File: config.mk
export PLATFORM = sky130hd
export DESIGN_NAME = traffic_lights_cmd_master
export DESIGN_NICKNAME = d
export VERILOG_FILES = /design/src/rtl/traffic_lights_pkg.sv /design/src/rtl/traffic_lights_cmd_master.sv
export SDC_FILE = /design/constraint.sdc
export NUM_CORES = 1
export LEC_CHECK = 0
export ABC_AREA = 1
export CORE_MARGIN = 10
export CORE_UTILIZATION = 45
export DETAILED_ROUTE_END_ITERATION = 7
export GPL_ROUTABILITY_DRIVEN = 0
export PLACE_DENSITY = 0.82
export SETUP_SLACK_MARGIN = 0.4
export SYNTH_ARGS = -nofsm -noshare
export SYNTH_HDL_FRONTEND = slang
export SYNTH_SLANG_ARGS = --single-unit
File: constraint.sdc
create_clock -name clk_i -period 2.25 [get_ports clk_i]
set_input_delay 0.45 -clock clk_i [delete_from_list [all_inputs] [get_ports clk_i]]
set_output_delay 0.45 -clock clk_i [all_outputs]
set_load 0.1 [all_outputs]
File: src/rtl/traffic_lights_pkg.sv
// traffic_lights_pkg: command and request encodings shared by the traffic-light controller and its command master.
package traffic_lights_pkg;
    localparam int CMD_SIZE = 3;
    localparam int PERIOD_SIZE = 16;
    typedef enum logic [CMD_SIZE-1:0] {
        CMD_ON           = 3'd0,
        CMD_OFF          = 3'd1,
        CMD_NOTRANSITION = 3'd2,
        CMD_SET_GREEN    = 3'd3,
        CMD_SET_RED      = 3'd4,
        CMD_SET_YELLOW   = 3'd5
    } cmd_e;
    typedef enum logic [1:0] {OP_RECONFIG, OP_OFF, OP_ON, OP_RSVD} op_e;
    // Reconfigure walks steps 0..4 as NOTRANSITION, SET_GREEN, SET_RED, SET_YELLOW, ON.
    function automatic cmd_e seq_cmd(op_e op, logic [2:0] step);
        return (op == OP_OFF) ? CMD_OFF : (op == OP_ON || step == 3'd4) ? CMD_ON : cmd_e'(step + 3'd2);
    endfunction
endpackage

File: src/rtl/traffic_lights_cmd_master.sv
// traffic_lights_cmd_master: expands host requests into ordered, gap-spaced controller commands.
// Define SKIP_UNCHANGED_EN to drop SET_x commands whose period equals the last one issued.
module traffic_lights_cmd_master #(
    parameter int CMD_GAP = 1,
    parameter int PERIOD_SIZE = traffic_lights_pkg::PERIOD_SIZE,
    parameter int CMD_SIZE = traffic_lights_pkg::CMD_SIZE
) (
    input  logic                   clk_i,
    input  logic                   srst_i,
    input  logic                   req_valid_i,
    output logic                   req_ready_o,
    input  logic [1:0]             req_op_i,
    input  logic [PERIOD_SIZE-1:0] req_green_i,
    input  logic [PERIOD_SIZE-1:0] req_red_i,
    input  logic [PERIOD_SIZE-1:0] req_yellow_i,
    output logic [CMD_SIZE-1:0]    cmd_type_o,
    output logic                   cmd_valid_o,
    output logic [PERIOD_SIZE-1:0] cmd_data_o,
    output logic                   busy_o,
    output logic                   err_o
);
    import traffic_lights_pkg::*;
    typedef enum logic [1:0] {IDLE, ISSUE, GAP} state_e;
    localparam int GW = (CMD_GAP > 0) ? $clog2(CMD_GAP + 1) : 1;
    state_e state, state_n;
    logic [2:0] step, step_n, nxt_step;
    logic [GW-1:0] gap_cnt, gap_n;
    op_e op_q, op_sel;
    logic [PERIOD_SIZE-1:0] green_q, red_q, yellow_q, data_n;
    logic [3:1] skip;
    cmd_e cmd_n;
    logic accept, bad, last;

    assign req_ready_o = state == IDLE;
    assign busy_o = state != IDLE;
    assign accept = req_valid_i && req_ready_o;
    assign bad = req_op_i == 2'd3 ||
                 (req_op_i == 2'd0 && (req_green_i == '0 || req_red_i == '0 || req_yellow_i == '0));
    assign last = op_q != OP_RECONFIG || step == 3'd4;
    // The first command is registered at the accept edge, before op_q is loaded.
    assign op_sel = (state == IDLE) ? op_e'(req_op_i) : op_q;
    assign cmd_n = seq_cmd(op_sel, step_n);
    assign data_n = (cmd_n == CMD_SET_GREEN) ? green_q :
                    (cmd_n == CMD_SET_RED) ? red_q :
                    (cmd_n == CMD_SET_YELLOW) ? yellow_q : '0;

`ifdef SKIP_UNCHANGED_EN
    logic [PERIOD_SIZE-1:0] sh_green, sh_red, sh_yellow;
    logic [2:0] sh_vld;
    assign skip = {sh_vld[2] && sh_yellow == yellow_q, sh_vld[1] && sh_red == red_q, sh_vld[0] && sh_green == green_q};
    always_ff @(posedge clk_i) begin
        if (srst_i) begin
            sh_vld <= '0;
        end else if (state_n == ISSUE) begin
            if (cmd_n == CMD_SET_GREEN) begin
                sh_green <= green_q;
                sh_vld[0] <= 1'b1;
            end
            if (cmd_n == CMD_SET_RED) begin
                sh_red <= red_q;
                sh_vld[1] <= 1'b1;
            end
            if (cmd_n == CMD_SET_YELLOW) begin
                sh_yellow <= yellow_q;
                sh_vld[2] <= 1'b1;
            end
        end
    end
`else
    assign skip = '0;
`endif

    // Lowest unskipped SET step after the current one; ON (step 4) is never skipped.
    always_comb begin
        nxt_step = 3'd4;
        for (int i = 3; i >= 1; i--)
            if (i > int'(step) && !skip[i]) nxt_step = 3'(i);
    end

    always_comb begin
        state_n = state;
        step_n = step;
        gap_n = gap_cnt;
        case (state)
            IDLE: begin
                if (accept && !bad) begin
                    state_n = ISSUE;
                    step_n = '0;
                end
            end
            ISSUE: begin
                if (CMD_GAP > 0) begin
                    state_n = GAP;
                    gap_n = GW'(1);
                end else if (last) begin
                    state_n = IDLE;
                end else begin
                    step_n = nxt_step;
                end
            end
            GAP: begin
                if (gap_cnt == GW'(CMD_GAP)) begin
                    state_n = last ? IDLE : ISSUE;
                    step_n = last ? step : nxt_step;
                end else begin
                    gap_n = gap_cnt + 1'b1;
                end
            end
            default: state_n = IDLE;
        endcase
    end

    always_ff @(posedge clk_i) begin
        if (srst_i) begin
            state <= IDLE;
            step <= '0;
            gap_cnt <= '0;
            op_q <= OP_RECONFIG;
            green_q <= '0;
            red_q <= '0;
            yellow_q <= '0;
            cmd_valid_o <= 1'b0;
            cmd_type_o <= '0;
            cmd_data_o <= '0;
            err_o <= 1'b0;
        end else begin
            state <= state_n;
            step <= step_n;
            gap_cnt <= gap_n;
            err_o <= accept && bad;
            cmd_valid_o <= state_n == ISSUE;
            if (accept) begin
                op_q <= op_e'(req_op_i);
                green_q <= req_green_i;
                red_q <= req_red_i;
                yellow_q <= req_yellow_i;
            end
            if (state_n == ISSUE) begin
                cmd_type_o <= CMD_SIZE'(cmd_n);
                cmd_data_o <= data_n;
            end
        end
    end
endmodule
==> results.cfg, run 1 <==
[global_route]
grt_max_degree = 52
grt_usage_pct = 23.30
antenna_found_initial = 0
grt_pass1_vias = 4443
gr-total-overflow = 0
grt_pass1_wl_mm = 22.22

[synthesis]
yosysTopAreaCellShare_pct = 42.47
synth_area_um2 = 3630
syn_nets = 589
synth-seq-cells = 77
yosysTopAreaCell = dfxtp_1
avgSynthCellArea_um2 = 6.823
synthTopCellsByArea = dfxtp_1, nor2_1, nand2_1, nand4_1, o21ai_0
yosysUniqueCellTypes = 30
yosysWarningCount = 0
ys_seq_area_share_pct = 42.47
synthCells = 532

[worst_setup_path]
critPathTopFamily = simple AND/OR/NAND/NOR gates
critPathMaxFanout = 8
crit_top_cell = nand2_2
arrival_ns = 2.83
crit_chain = inv_1 > nand3_1 > nand2_2 > inv_2 > o21ai_1 > nand2_1 > a21oi_2 > nand2_2 > nand2_4 > inv_2 > nand2_2 > nand3_2 > nor2_4 > buf_12 > buf_12 > buf_16 > nand4_1 > nand3_1 > nand2_1 > inv_1
path_class = flop to flop
crit_slowest_cell = dfxtp_1
crit_required_ns = 2.57
cp-start-kind = flop
cpPeakStageDelay_ns = 0.34
rr_worst_depth = 20
end_kind = flop
critPathBufInv = 7
worstSetupPathDepth = 20

[cells_and_area]
final_cell_mix = nor2_1, buf_4, dfxtp_1
final_common_cell = nor2_1
fin_nets = 730
insertedDiodeCount = 0
syn_to_final_growth_pct = 54.29
drive_above_1_share_pct = 29.20
final_util_pct = 72.10

[placement]
place_worst_setup_slack_ns = -0.6045
place_hpwl_mm = 8.015
portBuffers = 75

[detailed_routing]
routed_via_density = 5.995
route.detailed.drc = 0
drtAntennaViolNets = 0
first_pass_iters = 7
wirelength_mm = 15.23
vias = 4676
initialDrtViolationCount = 634
wl_per_cell_um = 19.52

[timing]
final-setup-viol-count = 18
finalCritPeriodShare_pct = 111.8
holdWs_ns = 0.3882
slew_viol_final = 0
tightest_slew_ns = 0.5379
period_needed_ns = 2.515
hold_violations = 0
fmax_ghz = 0.3977
rsz0062_at_grt = true
setup-tns-final_ns = -3.656
relSlewSlack_pct = 64.14
fin_skew_ns = 0.01319
setup_slack_ns = -0.2646

[pwr]
switching_power_mw = 2.683
irDropWorstVdd_mv = 0.5327
power_frac_seq_pct = 30.1
power_frac_comb_pct = 53.0
total_power_mw = 5.817
power.internal_mw = 3.134
clockPowerShare_pct = 16.9
switching_share_pct = 46.12
power_density_nw_per_um2 = 1039
p_leak_nw = 2.565

[clock_tree]
clkTransAtPathRegs_ns = 0.09
cts_root_buf = clkbuf_8
cts_num_sinks = 77
cts_tree = done
insertion_delay_ns = 0.37
cts_buffers = 9
htree_num_levels = 3
clockBufferDepth = 2

[die]
ioPinCount = 76
die_area_um2 = 12060
rows = 32
dieWidth_um = 109.8
die_y_um = 109.8
core_um2 = 7767
start_util_pct = 46.73

[min_path]
hp-class = input port to flop
hold_path_depth = 3

[outcome]
violations = setup timing
status = finished, violations left

[run]
maxCapViolations = 0
==> flip-flops by register name (all words and copies together) (netlist names) <==
register	flops
err_o	1
gap_cnt	1
state	2
cmd_valid_o	1
op_q	2
cmd_type_o	3
cmd_data_o	16
red_q	16
green_q	16
step	3
yellow_q	16
==> through the flow <==
step                std cells  instance area [µm²]
global placement          723                 4771
global route              780                 5600
finish                    780                 5600
floorplan                 532                 3714
CTS                       776                 5518
detailed placement        723                 4771
==> layout make-up <==
cell class,count,area (µm²)
Clock buffer,11,141.4
Clock inverter,5,35.03
Fill cell,525,2167
Inverter,42,175.2
Multi-Input combinational cell,383,1974
Sequential cell,77,1549
Tap cell,102,127.6
Timing Repair Buffer,157,1567
Timing Repair inverter,3,31.28
==> worst register-to-register path: cells and delay by family (launching register included) <==
family                 cells  cell delay (ns)
and+or+nand+nor           11             1.14
AOI/OAI and AO/OA          2             0.35
DFF                        1             0.34
buffers and inverters      7             0.64
==> path summary, 6_finish.rpt <==
| check | slack, ns | endpoint | startpoint |
|---|---|---|---|
| worst max register to register | -0.26 | cmd_data_o[1] | step[0] |
| worst max-delay path | -0.26 | cmd_data_o[1] | step[0] |
| worst min-delay path | 0.39 | green_q[1] | req_green_i[1] |
| worst min register to register | 0.47 | gap_cnt | gap_cnt |
==> cell families after synthesis <==
| kind of cell | Yosys count | synth area share (%) |
|---|---|---|
| buffers and inverters | 72 | 8.790 |
| and+or+nand+nor | 291 | 34.82 |
| AOI/OAI and AO/OA | 88 | 12.55 |
| adders and majority gates | 4 | 1.379 |
| DFF | 77 | 42.47 |
==> Yosys cell counts, drive strengths merged <==
cell type and n:
nor2 168, dfxtp 77, nand2 63, o21ai 58
inv 39, nand4 34, a21oi 25, nand3 24
clkbuf 16, buf 13, ha 4, clkinv 3
o211ai 2, a31oi 1, dlygate4sd3 1, nor3 1
o21a 1, o21bai 1, or2 1
==> what timing repair did <==
item,4_1_cts,5_1_grt
pin swaps,25,3
hold buffers,0,0
resized for setup,124,24
setup endpoints to repair,22,23
buffers inserted,27,3
gates cloned,10,1
==> routing by layer <==
layer	up-vias	wire [µm]	part of all wire [%]	global-route usage (%)
li1	2021	-	-	-
met1	2068	5274	35	26.15
met2	426	6768	44	37.81
met3	161	1868	12	6.261
met4	0	1317	8.6	15.99
met5	-	0	0	0
==> power by group through the flow <==
stage | registers, mW | clock network (mW) | logic (mW)
after floorplan | 2.30 | 0 | 1.07
after global placement | 1.74 | 0 | 2.21
after detailed placement | 1.75 | 0 | 2.26
after CTS | 1.72 | 0.959 | 2.82
after global routing | 1.76 | 1.02 | 3.21
final | 1.75 | 0.986 | 3.08
Power figures use the tool's default switching activity.
==> run 2, diff against run 1 <==
--- a/config.mk
+++ b/config.mk
@@ -12,6 +12,7 @@
 export GPL_ROUTABILITY_DRIVEN = 0
 export PLACE_DENSITY = 0.82
 export SETUP_SLACK_MARGIN = 0.4
+export SLEW_MARGIN = 0
 export SYNTH_ARGS = -nofsm -noshare
 export SYNTH_HDL_FRONTEND = slang
 export SYNTH_SLANG_ARGS = --single-unit
==> results of run 2 <==
No change in the layout: final DEF, timing and power equal those of run 1.
==> run 3, diff against run 2 <==
--- a/config.mk
+++ b/config.mk
@@ -6,6 +6,7 @@
 export NUM_CORES = 1
 export LEC_CHECK = 0
 export ABC_AREA = 1
+export CORE_ASPECT_RATIO = 2
 export CORE_MARGIN = 10
 export CORE_UTILIZATION = 45
 export DETAILED_ROUTE_END_ITERATION = 7
==> run 3 against run 2 <==
  * The run still ends with setup timing left
  * Final area fell by 4.2%
  * Combinational power fell by 10%
  * Fmax rose by 8.2%
  * Utilization fell by 4.1 points
  * Sequential cell count did not move
  * Clock power rose by 31%
  * Setup slack improved by 0.19 ns
  * Clock-buffer cell count rose by 2
  * Global-route usage fell by 2.5 points
  * Sequential power barely moved
  * Hold slack got worse by 0.021 ns
  * Non-clock buffer count fell by 11
==> results.cfg, run 3 (synthesis gave the netlist of run 1 again) <==
[run]
maxCapViolations = 0

[outcome]
violations = setup timing
status = finished, violations left

[detailed_routing]
top_layer_used = met4
route.detailed.drc = 0
wl_met3_mm = 1.055
drtAntennaViolNets = 0
vias = 4336
first_pass_iters = 5
wl_met1_mm = 4.522
initialDrtViolationCount = 416
routed_via_density = 5.713
wl_per_cell_um = 18.22
wl_met2_mm = 7.151
wirelength_mm = 13.83

[min_path]
hold_path_depth = 3
hold_start = req_red_i[4]
holdPathEnd = red_q[4]
hp-class = input port to flop

[worst_setup_path]
end_kind = flop
crit_top_cell = inv_1
critPathTopFamily = buffers and inverters
rr_worst_depth = 17
r2r_slack_ns = -0.07
cp-start-kind = flop
r2r_start = state[1]
path_class = flop to flop
r2r-end = cmd_data_o[4]
crit_slowest_cell = dfxtp_4
critPathBufInv = 8
crit_required_ns = 2.54
crit_chain = inv_4 > ha_4 > buf_6 > nand2_1 > o21ai_1 > inv_1 > nor2_4 > buf_4 > inv_1 > nand2_2 > nor2_4 > buf_6 > buf_16 > nand4_1 > nand3_2 > nand2_1 > inv_1
critPathMaxFanout = 16
arrival_ns = 2.61
cpPeakStageDelay_ns = 0.38
startpoint = state[1]

[timing]
final-setup-viol-count = 5
finalCritPeriodShare_pct = 103.3
rsz0062_at_grt = true
relSlewSlack_pct = 66.99
setup_slack_ns = -0.07322
holdWs_ns = 0.3674
period_needed_ns = 2.323
slew_viol_final = 0
setup-tns-final_ns = -0.1540
hold_violations = 0
fmax_ghz = 0.4304
tightest_slew_ns = 0.4951
fin_skew_ns = 0.006727

[cells_and_area]
fin_area_um2 = 5365
final_cell_mix = nor2_1, buf_4, dfxtp_1
insertedDiodeCount = 0
fin_nets = 716
drive_above_1_share_pct = 34.84
final_util_pct = 68.04
final_common_cell = nor2_1
instances_no_fill = 759
syn_to_final_growth_pct = 47.81

[pwr]
power_density_nw_per_um2 = 1089
p_leak_nw = 2.466
irDropWorstVdd_mv = 0.5464
total_power_mw = 5.840

[clock_tree]
htree_num_levels = 3
insertion_delay_ns = 0.34
cts_root_buf = clkbuf_16
clockBufferDepth = 2
cts_num_sinks = 77
cts_tree = done
postCtsHoldBufs = 0
cts_buffers = 9
clkTransAtPathRegs_ns = 0.06

[global_route]
grt_pass1_wl_mm = 20.78
grt_usage_pct = 20.80
grt_pass1_vias = 4220
antenna_found_initial = 0
gr-total-overflow = 0
grt_max_degree = 52

[die]
ioPinCount = 76
dieWidth_um = 83.51
core_um2 = 7885
start_util_pct = 46.03
die_y_um = 147.0
rows = 46
die_area_um2 = 12280

[placement]
place_hpwl_mm = 8.554
post_dp_cell_area_um2 = 4731
dp_cells = 716
place_worst_setup_slack_ns = -0.6497
portBuffers = 75
==> run 3: timing repair <==
item,4_1_cts,5_1_grt
pin swaps,55,17
gates cloned,4,0
setup buffers,13,11
endpoints found under the setup margin,24,20
resized for setup,219,35
==> run 3: how the worst max path moves through the flow <==
stage / end / cells after the start
finish: cmd_data_o[4] / 17
global route: cmd_data_o[4] / 17
CTS: cmd_data_o[0] / 17
detailed placement: cmd_data_o[14] / 20
global placement: cmd_data_o[14] / 20
floorplan: cmd_data_o[12] / 15
==> run 3: tightest hold or removal path: cells and delay by family <==
kind | cells | cell delay, ns
AOI/OAI and AO/OA | 1 | 0.06
buffers and inverters | 1 | 0.09
and+or+nand+nor | 1 | 0.07
==> run 3: power by group <==
part	total (mW)	switching (mW)	internal (mW)
clock network	1.29	0.524	0.767
logic	2.77	1.84	0.936
registers	1.77	0.187	1.59
==> run 3: metal layers <==
layer / GRT usage, % / up-vias
met5: 0 / -
met4: 14.81 / 0
met3: 4.097 / 87
met2: 37.54 / 277
met1: 20.46 / 1982
li1: - / 1990
==> run 3: layout make-up <==
class | count | area (µm²)
clock buffer | 13 | 250.2
clock inverter | 2 | 10.01
fill | 599 | 2520
inverter | 42 | 177.7
multi-input combinational | 383 | 2033
sequential | 77 | 1555
tap | 96 | 120.1
timing repair buffer | 146 | 1219
